==> src/rtl/axi_arb_pkg.sv <==
// Shared types for the two-master AXI-lite arbiter: FSM state encoding and
// response codes.
package axi_arb_pkg;

  typedef enum logic [2:0] {
    IDLE  = 3'd0,
    RD_A  = 3'd1,
    RD_D  = 3'd2,
    WR_AW = 3'd3,
    WR_B  = 3'd4
  } state_e;

  localparam logic [1:0] RESP_OK     = 2'b00;
  localparam logic [1:0] RESP_SLVERR = 2'b10;

  // A request counts as a write as soon as either write channel is valid.
  function automatic logic is_write(input logic awvalid, input logic wvalid);
    return awvalid | wvalid;
  endfunction

endpackage

==> src/rtl/axi_lite_if.sv <==
// AXI-lite bundle (AR, R, AW, W, B channels). The master modport is the
// requester side, the slave modport is the responder side.
interface axi_lite_if #(
  parameter int ADDR_W = 32,
  parameter int DATA_W = 32
);
  logic                  arvalid;
  logic                  arready;
  logic [ADDR_W-1:0]     araddr;
  logic                  rvalid;
  logic                  rready;
  logic [DATA_W-1:0]     rdata;
  logic [1:0]            rresp;
  logic                  awvalid;
  logic                  awready;
  logic [ADDR_W-1:0]     awaddr;
  logic                  wvalid;
  logic                  wready;
  logic [DATA_W-1:0]     wdata;
  logic [DATA_W/8-1:0]   wstrb;
  logic                  bvalid;
  logic                  bready;
  logic [1:0]            bresp;

  modport master (
    output arvalid, araddr, input  arready,
    input  rvalid, rdata, rresp, output rready,
    output awvalid, awaddr, input  awready,
    output wvalid, wdata, wstrb, input  wready,
    input  bvalid, bresp, output bready
  );

  modport slave (
    input  arvalid, araddr, output arready,
    output rvalid, rdata, rresp, input  rready,
    input  awvalid, awaddr, output awready,
    input  wvalid, wdata, wstrb, output wready,
    output bvalid, bresp, input  bready
  );
endinterface

==> src/rtl/rr_arb2.sv <==
// Two-way round-robin picker: on a tie the requester that was not served
// last wins. Purely combinational.
module rr_arb2 (
  input  logic [1:0] req,
  input  logic       last,
  output logic       gnt_valid,
  output logic       gnt_idx
);

  always_comb begin
    // NOTE: every output gets a default before any branch so no latch can be inferred.
    gnt_valid = |req;
    gnt_idx   = 1'b0;
    if (req == 2'b11) gnt_idx = ~last;
    else              gnt_idx = req[1];
  end

endmodule

==> src/rtl/axi_lite_arbiter.sv <==
// Shares one AXI-lite slave between two masters, one transaction at a time,
// with round-robin grant. Channel muxing is combinational on registered state.
module axi_lite_arbiter
  import axi_arb_pkg::*;
#(
  parameter int ADDR_W = 32,
  parameter int DATA_W = 32
) (
  input logic       clk,
  input logic       rst,
  axi_lite_if.slave  m0,
  axi_lite_if.slave  m1,
  axi_lite_if.master s
);

  state_e state_q, state_d;
  logic   grant_q, grant_d;
  logic   last_q, last_d;
  logic   aw_done_q, aw_done_d;
  logic   w_done_q, w_done_d;

  logic [1:0] req;
  logic       gnt_valid, gnt_idx, nxt_write;
  logic       aw_fire, w_fire;

  // Granted master's inbound signals.
  logic                g_arvalid, g_rready, g_awvalid, g_wvalid, g_bready;
  logic [ADDR_W-1:0]   g_araddr, g_awaddr;
  logic [DATA_W-1:0]   g_wdata;
  logic [DATA_W/8-1:0] g_wstrb;

  // Signals headed back to the granted master.
  logic                g_arready, g_rvalid, g_awready, g_wready, g_bvalid;
  logic [DATA_W-1:0]   g_rdata;
  logic [1:0]          g_rresp, g_bresp;

  assign req = {m1.arvalid | m1.awvalid | m1.wvalid,
                m0.arvalid | m0.awvalid | m0.wvalid};

  rr_arb2 u_rr (
    .req       (req),
    .last      (last_q),
    .gnt_valid (gnt_valid),
    .gnt_idx   (gnt_idx)
  );

  assign nxt_write = gnt_idx ? is_write(m1.awvalid, m1.wvalid)
                             : is_write(m0.awvalid, m0.wvalid);

  assign g_arvalid = grant_q ? m1.arvalid : m0.arvalid;
  assign g_araddr  = grant_q ? m1.araddr  : m0.araddr;
  assign g_rready  = grant_q ? m1.rready  : m0.rready;
  assign g_awvalid = grant_q ? m1.awvalid : m0.awvalid;
  assign g_awaddr  = grant_q ? m1.awaddr  : m0.awaddr;
  assign g_wvalid  = grant_q ? m1.wvalid  : m0.wvalid;
  assign g_wdata   = grant_q ? m1.wdata   : m0.wdata;
  assign g_wstrb   = grant_q ? m1.wstrb   : m0.wstrb;
  assign g_bready  = grant_q ? m1.bready  : m0.bready;

  always_comb begin
    state_d   = state_q;
    grant_d   = grant_q;
    last_d    = last_q;
    aw_done_d = aw_done_q;
    w_done_d  = w_done_q;
    aw_fire   = 1'b0;
    w_fire    = 1'b0;

    s.arvalid = 1'b0;
    s.araddr  = '0;
    s.rready  = 1'b0;
    s.awvalid = 1'b0;
    s.awaddr  = '0;
    s.wvalid  = 1'b0;
    s.wdata   = '0;
    s.wstrb   = '0;
    s.bready  = 1'b0;

    g_arready = 1'b0;
    g_rvalid  = 1'b0;
    g_rdata   = '0;
    g_rresp   = '0;
    g_awready = 1'b0;
    g_wready  = 1'b0;
    g_bvalid  = 1'b0;
    g_bresp   = '0;

    unique case (state_q)
      IDLE: begin
        if (gnt_valid) begin
          grant_d = gnt_idx;
          state_d = nxt_write ? WR_AW : RD_A;
        end
      end
      RD_A: begin
        s.arvalid = g_arvalid;
        s.araddr  = g_araddr;
        g_arready = s.arready;
        if (g_arvalid && s.arready) state_d = RD_D;
      end
      RD_D: begin
        g_rvalid = s.rvalid;
        g_rdata  = s.rdata;
        g_rresp  = s.rresp;
        s.rready = g_rready;
        if (s.rvalid && g_rready) begin
          state_d = IDLE;
          last_d  = grant_q;
        end
      end
      WR_AW: begin
        // Each channel closes independently once it has handshaken.
        s.awvalid = g_awvalid & ~aw_done_q;
        s.awaddr  = g_awaddr;
        g_awready = s.awready & ~aw_done_q;
        s.wvalid  = g_wvalid & ~w_done_q;
        s.wdata   = g_wdata;
        s.wstrb   = g_wstrb;
        g_wready  = s.wready & ~w_done_q;
        aw_fire   = g_awvalid & ~aw_done_q & s.awready;
        w_fire    = g_wvalid & ~w_done_q & s.wready;
        if (aw_fire) aw_done_d = 1'b1;
        if (w_fire)  w_done_d  = 1'b1;
        if ((aw_done_q || aw_fire) && (w_done_q || w_fire)) begin
          state_d   = WR_B;
          aw_done_d = 1'b0;
          w_done_d  = 1'b0;
        end
      end
      WR_B: begin
        g_bvalid = s.bvalid;
        g_bresp  = s.bresp;
        s.bready = g_bready;
        if (s.bvalid && g_bready) begin
          state_d = IDLE;
          last_d  = grant_q;
        end
      end
      default: state_d = IDLE;
    endcase
  end

  // The non-granted master sees all-zero outputs.
  assign m0.arready = g_arready & ~grant_q;
  assign m1.arready = g_arready &  grant_q;
  assign m0.rvalid  = g_rvalid  & ~grant_q;
  assign m1.rvalid  = g_rvalid  &  grant_q;
  assign m0.rdata   = grant_q ? '0 : g_rdata;
  assign m1.rdata   = grant_q ? g_rdata : '0;
  assign m0.rresp   = grant_q ? '0 : g_rresp;
  assign m1.rresp   = grant_q ? g_rresp : '0;
  assign m0.awready = g_awready & ~grant_q;
  assign m1.awready = g_awready &  grant_q;
  assign m0.wready  = g_wready  & ~grant_q;
  assign m1.wready  = g_wready  &  grant_q;
  assign m0.bvalid  = g_bvalid  & ~grant_q;
  assign m1.bvalid  = g_bvalid  &  grant_q;
  assign m0.bresp   = grant_q ? '0 : g_bresp;
  assign m1.bresp   = grant_q ? g_bresp : '0;

  always_ff @(posedge clk or negedge rst) begin
    // NOTE: non-blocking assignments make every register update from the same pre-edge values.
    if (!rst) begin
      state_q   <= IDLE;
      grant_q   <= 1'b0;
      last_q    <= 1'b1;
      aw_done_q <= 1'b0;
      w_done_q  <= 1'b0;
    end else begin
      state_q   <= state_d;
      grant_q   <= grant_d;
      last_q    <= last_d;
      aw_done_q <= aw_done_d;
      w_done_q  <= w_done_d;
    end
  end

  // A slave response outside its phase is dropped; flag it in simulation.
  a_rvalid_in_rd_d: assert property (@(posedge clk) disable iff (!rst)
    s.rvalid |-> (state_q == RD_D));
  a_bvalid_in_wr_b: assert property (@(posedge clk) disable iff (!rst)
    s.bvalid |-> (state_q == WR_B));

endmodule
==> src/flat_wrapper.sv <==
// flat-port wrapper written by rule: the top's interface ports become plain ports
module axi_lite_arbiter_flat import axi_arb_pkg::*;
#(
  parameter int ADDR_W = 32,
  parameter int DATA_W = 32
)
  (clk, rst, m0_arvalid, m0_araddr, m0_arready, m0_rvalid, m0_rdata, m0_rresp, m0_rready, m0_awvalid, m0_awaddr, m0_awready, m0_wvalid, m0_wdata, m0_wstrb, m0_wready, m0_bvalid, m0_bresp, m0_bready, m1_arvalid, m1_araddr, m1_arready, m1_rvalid, m1_rdata, m1_rresp, m1_rready, m1_awvalid, m1_awaddr, m1_awready, m1_wvalid, m1_wdata, m1_wstrb, m1_wready, m1_bvalid, m1_bresp, m1_bready, s_arvalid, s_araddr, s_arready, s_rvalid, s_rdata, s_rresp, s_rready, s_awvalid, s_awaddr, s_awready, s_wvalid, s_wdata, s_wstrb, s_wready, s_bvalid, s_bresp, s_bready);
  axi_lite_if #(.ADDR_W(ADDR_W), .DATA_W(DATA_W)) m0_i ();
  axi_lite_if #(.ADDR_W(ADDR_W), .DATA_W(DATA_W)) m1_i ();
  axi_lite_if #(.ADDR_W(ADDR_W), .DATA_W(DATA_W)) s_i ();
  input logic clk;
  input logic rst;
  input wire logic [$bits(m0_i.arvalid)-1:0] m0_arvalid;
  input wire logic [$bits(m0_i.araddr)-1:0] m0_araddr;
  output wire logic [$bits(m0_i.arready)-1:0] m0_arready;
  output wire logic [$bits(m0_i.rvalid)-1:0] m0_rvalid;
  output wire logic [$bits(m0_i.rdata)-1:0] m0_rdata;
  output wire logic [$bits(m0_i.rresp)-1:0] m0_rresp;
  input wire logic [$bits(m0_i.rready)-1:0] m0_rready;
  input wire logic [$bits(m0_i.awvalid)-1:0] m0_awvalid;
  input wire logic [$bits(m0_i.awaddr)-1:0] m0_awaddr;
  output wire logic [$bits(m0_i.awready)-1:0] m0_awready;
  input wire logic [$bits(m0_i.wvalid)-1:0] m0_wvalid;
  input wire logic [$bits(m0_i.wdata)-1:0] m0_wdata;
  input wire logic [$bits(m0_i.wstrb)-1:0] m0_wstrb;
  output wire logic [$bits(m0_i.wready)-1:0] m0_wready;
  output wire logic [$bits(m0_i.bvalid)-1:0] m0_bvalid;
  output wire logic [$bits(m0_i.bresp)-1:0] m0_bresp;
  input wire logic [$bits(m0_i.bready)-1:0] m0_bready;
  input wire logic [$bits(m1_i.arvalid)-1:0] m1_arvalid;
  input wire logic [$bits(m1_i.araddr)-1:0] m1_araddr;
  output wire logic [$bits(m1_i.arready)-1:0] m1_arready;
  output wire logic [$bits(m1_i.rvalid)-1:0] m1_rvalid;
  output wire logic [$bits(m1_i.rdata)-1:0] m1_rdata;
  output wire logic [$bits(m1_i.rresp)-1:0] m1_rresp;
  input wire logic [$bits(m1_i.rready)-1:0] m1_rready;
  input wire logic [$bits(m1_i.awvalid)-1:0] m1_awvalid;
  input wire logic [$bits(m1_i.awaddr)-1:0] m1_awaddr;
  output wire logic [$bits(m1_i.awready)-1:0] m1_awready;
  input wire logic [$bits(m1_i.wvalid)-1:0] m1_wvalid;
  input wire logic [$bits(m1_i.wdata)-1:0] m1_wdata;
  input wire logic [$bits(m1_i.wstrb)-1:0] m1_wstrb;
  output wire logic [$bits(m1_i.wready)-1:0] m1_wready;
  output wire logic [$bits(m1_i.bvalid)-1:0] m1_bvalid;
  output wire logic [$bits(m1_i.bresp)-1:0] m1_bresp;
  input wire logic [$bits(m1_i.bready)-1:0] m1_bready;
  output wire logic [$bits(s_i.arvalid)-1:0] s_arvalid;
  output wire logic [$bits(s_i.araddr)-1:0] s_araddr;
  input wire logic [$bits(s_i.arready)-1:0] s_arready;
  input wire logic [$bits(s_i.rvalid)-1:0] s_rvalid;
  input wire logic [$bits(s_i.rdata)-1:0] s_rdata;
  input wire logic [$bits(s_i.rresp)-1:0] s_rresp;
  output wire logic [$bits(s_i.rready)-1:0] s_rready;
  output wire logic [$bits(s_i.awvalid)-1:0] s_awvalid;
  output wire logic [$bits(s_i.awaddr)-1:0] s_awaddr;
  input wire logic [$bits(s_i.awready)-1:0] s_awready;
  output wire logic [$bits(s_i.wvalid)-1:0] s_wvalid;
  output wire logic [$bits(s_i.wdata)-1:0] s_wdata;
  output wire logic [$bits(s_i.wstrb)-1:0] s_wstrb;
  input wire logic [$bits(s_i.wready)-1:0] s_wready;
  input wire logic [$bits(s_i.bvalid)-1:0] s_bvalid;
  input wire logic [$bits(s_i.bresp)-1:0] s_bresp;
  output wire logic [$bits(s_i.bready)-1:0] s_bready;
  assign m0_i.arvalid = m0_arvalid;
  assign m0_i.araddr = m0_araddr;
  assign m0_arready = m0_i.arready;
  assign m0_rvalid = m0_i.rvalid;
  assign m0_rdata = m0_i.rdata;
  assign m0_rresp = m0_i.rresp;
  assign m0_i.rready = m0_rready;
  assign m0_i.awvalid = m0_awvalid;
  assign m0_i.awaddr = m0_awaddr;
  assign m0_awready = m0_i.awready;
  assign m0_i.wvalid = m0_wvalid;
  assign m0_i.wdata = m0_wdata;
  assign m0_i.wstrb = m0_wstrb;
  assign m0_wready = m0_i.wready;
  assign m0_bvalid = m0_i.bvalid;
  assign m0_bresp = m0_i.bresp;
  assign m0_i.bready = m0_bready;
  assign m1_i.arvalid = m1_arvalid;
  assign m1_i.araddr = m1_araddr;
  assign m1_arready = m1_i.arready;
  assign m1_rvalid = m1_i.rvalid;
  assign m1_rdata = m1_i.rdata;
  assign m1_rresp = m1_i.rresp;
  assign m1_i.rready = m1_rready;
  assign m1_i.awvalid = m1_awvalid;
  assign m1_i.awaddr = m1_awaddr;
  assign m1_awready = m1_i.awready;
  assign m1_i.wvalid = m1_wvalid;
  assign m1_i.wdata = m1_wdata;
  assign m1_i.wstrb = m1_wstrb;
  assign m1_wready = m1_i.wready;
  assign m1_bvalid = m1_i.bvalid;
  assign m1_bresp = m1_i.bresp;
  assign m1_i.bready = m1_bready;
  assign s_arvalid = s_i.arvalid;
  assign s_araddr = s_i.araddr;
  assign s_i.arready = s_arready;
  assign s_i.rvalid = s_rvalid;
  assign s_i.rdata = s_rdata;
  assign s_i.rresp = s_rresp;
  assign s_rready = s_i.rready;
  assign s_awvalid = s_i.awvalid;
  assign s_awaddr = s_i.awaddr;
  assign s_i.awready = s_awready;
  assign s_wvalid = s_i.wvalid;
  assign s_wdata = s_i.wdata;
  assign s_wstrb = s_i.wstrb;
  assign s_i.wready = s_wready;
  assign s_i.bvalid = s_bvalid;
  assign s_i.bresp = s_bresp;
  assign s_bready = s_i.bready;
  axi_lite_arbiter #(.ADDR_W(ADDR_W), .DATA_W(DATA_W)) u_core (.clk(clk), .rst(rst), .m0(m0_i), .m1(m1_i), .s(s_i));
endmodule
==> config.mk <==
export PLATFORM = sky130hd
export DESIGN_NAME = axi_lite_arbiter_flat
export DESIGN_NICKNAME = d
export VERILOG_FILES = /design/src/rtl/axi_arb_pkg.sv /design/src/rtl/axi_lite_if.sv /design/src/rtl/rr_arb2.sv /design/src/rtl/axi_lite_arbiter.sv /design/src/flat_wrapper.sv
export SDC_FILE = /design/constraint.sdc
export NUM_CORES = 1
export LEC_CHECK = 0
export BUFFER_PORTS_ARGS = -buffer_cell sky130_fd_sc_hd__buf_4
export CORE_AREA = 2 2 172 174
export CTS_CLUSTER_DIAMETER = 80
export DETAILED_ROUTE_END_ITERATION = 16
export DIE_AREA = 0 0 174 176
export SKIP_LAST_GASP = 1
export SLEW_MARGIN = 20
export SYNTH_ARGS = -nofsm -noshare
export SYNTH_HDL_FRONTEND = slang
export SYNTH_HIERARCHICAL = 1
export SYNTH_SLANG_ARGS = --single-unit
==> constraint.sdc <==
create_clock -name clk -period 1.84 [get_ports clk]
set_input_delay 0 -clock clk [delete_from_list [all_inputs] [get_ports clk]]
set_output_delay 0 -clock clk [all_outputs]
set_load 0.02 [all_outputs]
==> metrics.yaml <==
run_status:
  status: "complete, no violations"
clocking:
  cts-root-buf: "clkbuf_16"
  insertion_delay_ns: 0.23
  cts_tree: "built"
  clock-sinks: 7
  cts_buffers: 3
  clk_path_buf_depth: 2
  ctsHtreeMaxLevel: 1
  cts_resized: 0
  clkTransAtPathRegs_ns: 0.04
route:
  wl_mm: 18.4
  dr_wl_met2_mm: 9.39
  antenna_left: 0
  topRoutingLayerUsed: "met4"
  vias: 4434
  met1_length_mm: 6.76
  wl_met3_mm: 1.83
  vias_per_cell: 3.71
  drcViolationCount: 0
  drt_iter0_drc: 120
  dr.pass1.iters: 4
  wire_per_inst_um: 15.4
global_routing:
  grt_overflow: 0
  grt_usage_pct: 10.6
  grt_max_degree: 69
  antenna_found_initial: 2
  first_global_vias: 4342
  grt_pass1_wl_mm: 25.2
layout:
  instances_no_fill: 1196
  final_cell_area_mm2: 0.00659
  drive_gt1_share_pct: 58.8
  area_growth_syn_to_layout_pct: 147
  nNetsFinal: 1064
synthesis:
  syn_nets: 632
  netlist_area_mm2: 0.00267
  ys_seq_area_share_pct: 6.62
  synth_edf_count: 0
  synth_xor_area_share_pct: 0
  synth-simple-area-share_pct: 40.4
  synth.distinct_cells: 38
  synth-adder-area-share_pct: 0
  synth_top_family_by_area: "multiplexers"
  synth.avg_cell_area_um2: 7.04
  ys_ff_latch: 7
  synth-main-ff-cell: "dfrtp_1"
  yosysWarnings: 6
  synthMuxAreaShare_pct: 40.5
  async_flop_share_pct: 100
  syn_inst: 379
  synth_compound_area_share_pct: 4.36
die:
  ios: 440
  initial_utilization_pct: 9.34
  num_rows: 62
  core_mm2: 0.0285
  die_w_um: 174
  dieArea_mm2: 0.0306
  die_h_um: 176
worst_setup_path:
  path_cells: "or3b_4 -> nor2_8 -> and2_1 -> buf_4"
  ff2ff_path_depth: 5
  crit_buf_inv: 1
  worstPathArrival_ns: 1.81
  end_kind: "primary output"
  r2r-end: "u_core/last_q"
  timing.rr.start: "u_core/grant_q"
  path_class: "flip-flop to primary output"
  r2r_slack_ns: 0.23
  cp_top_family: "simple AND/OR/NAND/NOR gates"
  crit_required_ns: 1.84
  cp-start-kind: "flip-flop"
  crit_fanout: 18
  cp-startpoint: "u_core/state_q[0]"
  critPathMaxStageDelay_ns: 0.52
  critical-path-slowest-cell: "or3b_4"
timing:
  clock_skew_ns: 0.00148
  finalSetupViolations: 0
  min_period_over_period_pct: 98.2
  relSlewSlack_pct: 75.5
  final_hold_viol_count: 0
  post-route-min-period_ns: 1.81
  fmax_mhz: 553
  drv_slew: 0
  rsz0062_at_grt: "yes"
  worst_pin_slew_ns: 0.367
place:
  dp_hpwl_mm: 15.9
  place_inst: 1184
  io_buffers: 439
  gp_congestion: 0.805
  placed_area_mm2: 0.00644
pwr:
  leakagePower_nw: 3.75
  total_power_mw: 7.68
  power_density_mw_per_mm2: 1170
  vdd_drop_max_v: 0.000516
job:
  maxCapViolCount: 0
min_path:
  min_path_type: "input port to asynchronous set/reset pin"
[layout make-up]
cell class | instances | area, um2
diodes | 2 | 5.00
clock buffers | 4 | 78.8
flip-flops and latches | 7 | 180
well taps | 384 | 480
repair buffers | 461 | 3550
multi-input cells | 335 | 2280
fillers | 3197 | 22000
inverters | 3 | 11.3
[timing repair]
| action | 4_1_cts | 5_1_grt |
|---|---|---|
| endpoints found under the setup margin | 0 | 36 |
| endpoints found under the hold margin | 7 | 0 |
| buffers inserted | 0 | 4 |
| hold buffers | 1 | 0 |
[cell usage in the layout (no fill, tap or decap), types with 2 or more instances in the layout]
| cell | instances |
|---|---|
| diode_2 | 2 |
| nand3b_1 | 2 |
| mux2_2 | 2 |
| mux2i_1 | 104 |
| nor2_1 | 110 |
| or3_1 | 2 |
| nor3b_1 | 2 |
| a31oi_1 | 2 |
| a21oi_1 | 2 |
| buf_12 | 7 |
| and2_1 | 38 |
| inv_1 | 3 |
| buf_4 | 453 |
| o22a_1 | 2 |
| o21ai_0 | 2 |
| clkbuf_16 | 3 |
| nand2_1 | 7 |
| and3_1 | 39 |
| dfrtp_1 | 5 |
| nor3_1 | 4 |
[registers in the layout, indices dropped and copies added (netlist names)]
register	cells
u_core/aw_done_q	1
u_core/grant_q	1
u_core/last_q	1
u_core/w_done_q	1
u_core/state_q	3
[power breakdown]
part	switching (mW)	internal (mW)	total, mW	leakage [nW]
logic	3.76	3.17	6.93	3.63
clock network	0.0886	0.289	0.378	0.0382
registers	0.137	0.242	0.379	0.0845
total	3.99	3.70	7.68	3.75
[worst max-delay path by stage]
| stage | slack [ns] | cells after the start | to |
|---|---|---|---|
| after floorplan | 0.30 | 4 | m0_wready |
| after global placement | 0.32 | 4 | m0_rdata[27] |
| after detailed placement | 0.26 | 4 | m0_rdata[29] |
| after CTS | 0.008 | 4 | m0_rdata[29] |
| after global routing | -0.05 | 4 | m0_rdata[13] |
| final | 0.03 | 4 | m0_rdata[29] |
[cells by family after synthesis]
kind of cell | Yosys count
compound gates | 15
buf+inv | 38
flops | 7
mux | 107
simple gates | 212
[per-layer routing]
metal	vias up	global-route usage, %
met4	0	1.96
li1	2161	-
met5	-	0
met1	1978	12.1
met2	283	20.6
met3	12	1.92
[cell usage after synthesis, drive strengths merged (4+ instances only)]
cell type	count	area share (%)
dfrtp	6	5.6
clkbuf	8	1.1
buf	27	6.7
nor2	111	16
nand2	7	0.99
and3	39	9.2
mux2i	104	39
nor3	4	0.75
and2	38	8.9
[per-stage QoR]
step	util, %	TNS [ns]	hold WS (ns)	worst slack [ns]
5_1_grt	23.1	-0.600	0.151	-0.0509
4_1_cts	22.9	0	0.135	0.00791
3_5_place_dp	22.6	0	-0.180	0.256
3_3_place_gp	22.6	0	-0.178	0.317
2_1_floorplan	-	0	-0.296	0.297
6_report	23.1	0	0.134	0.0332
(Power assumes the default switching activity.)
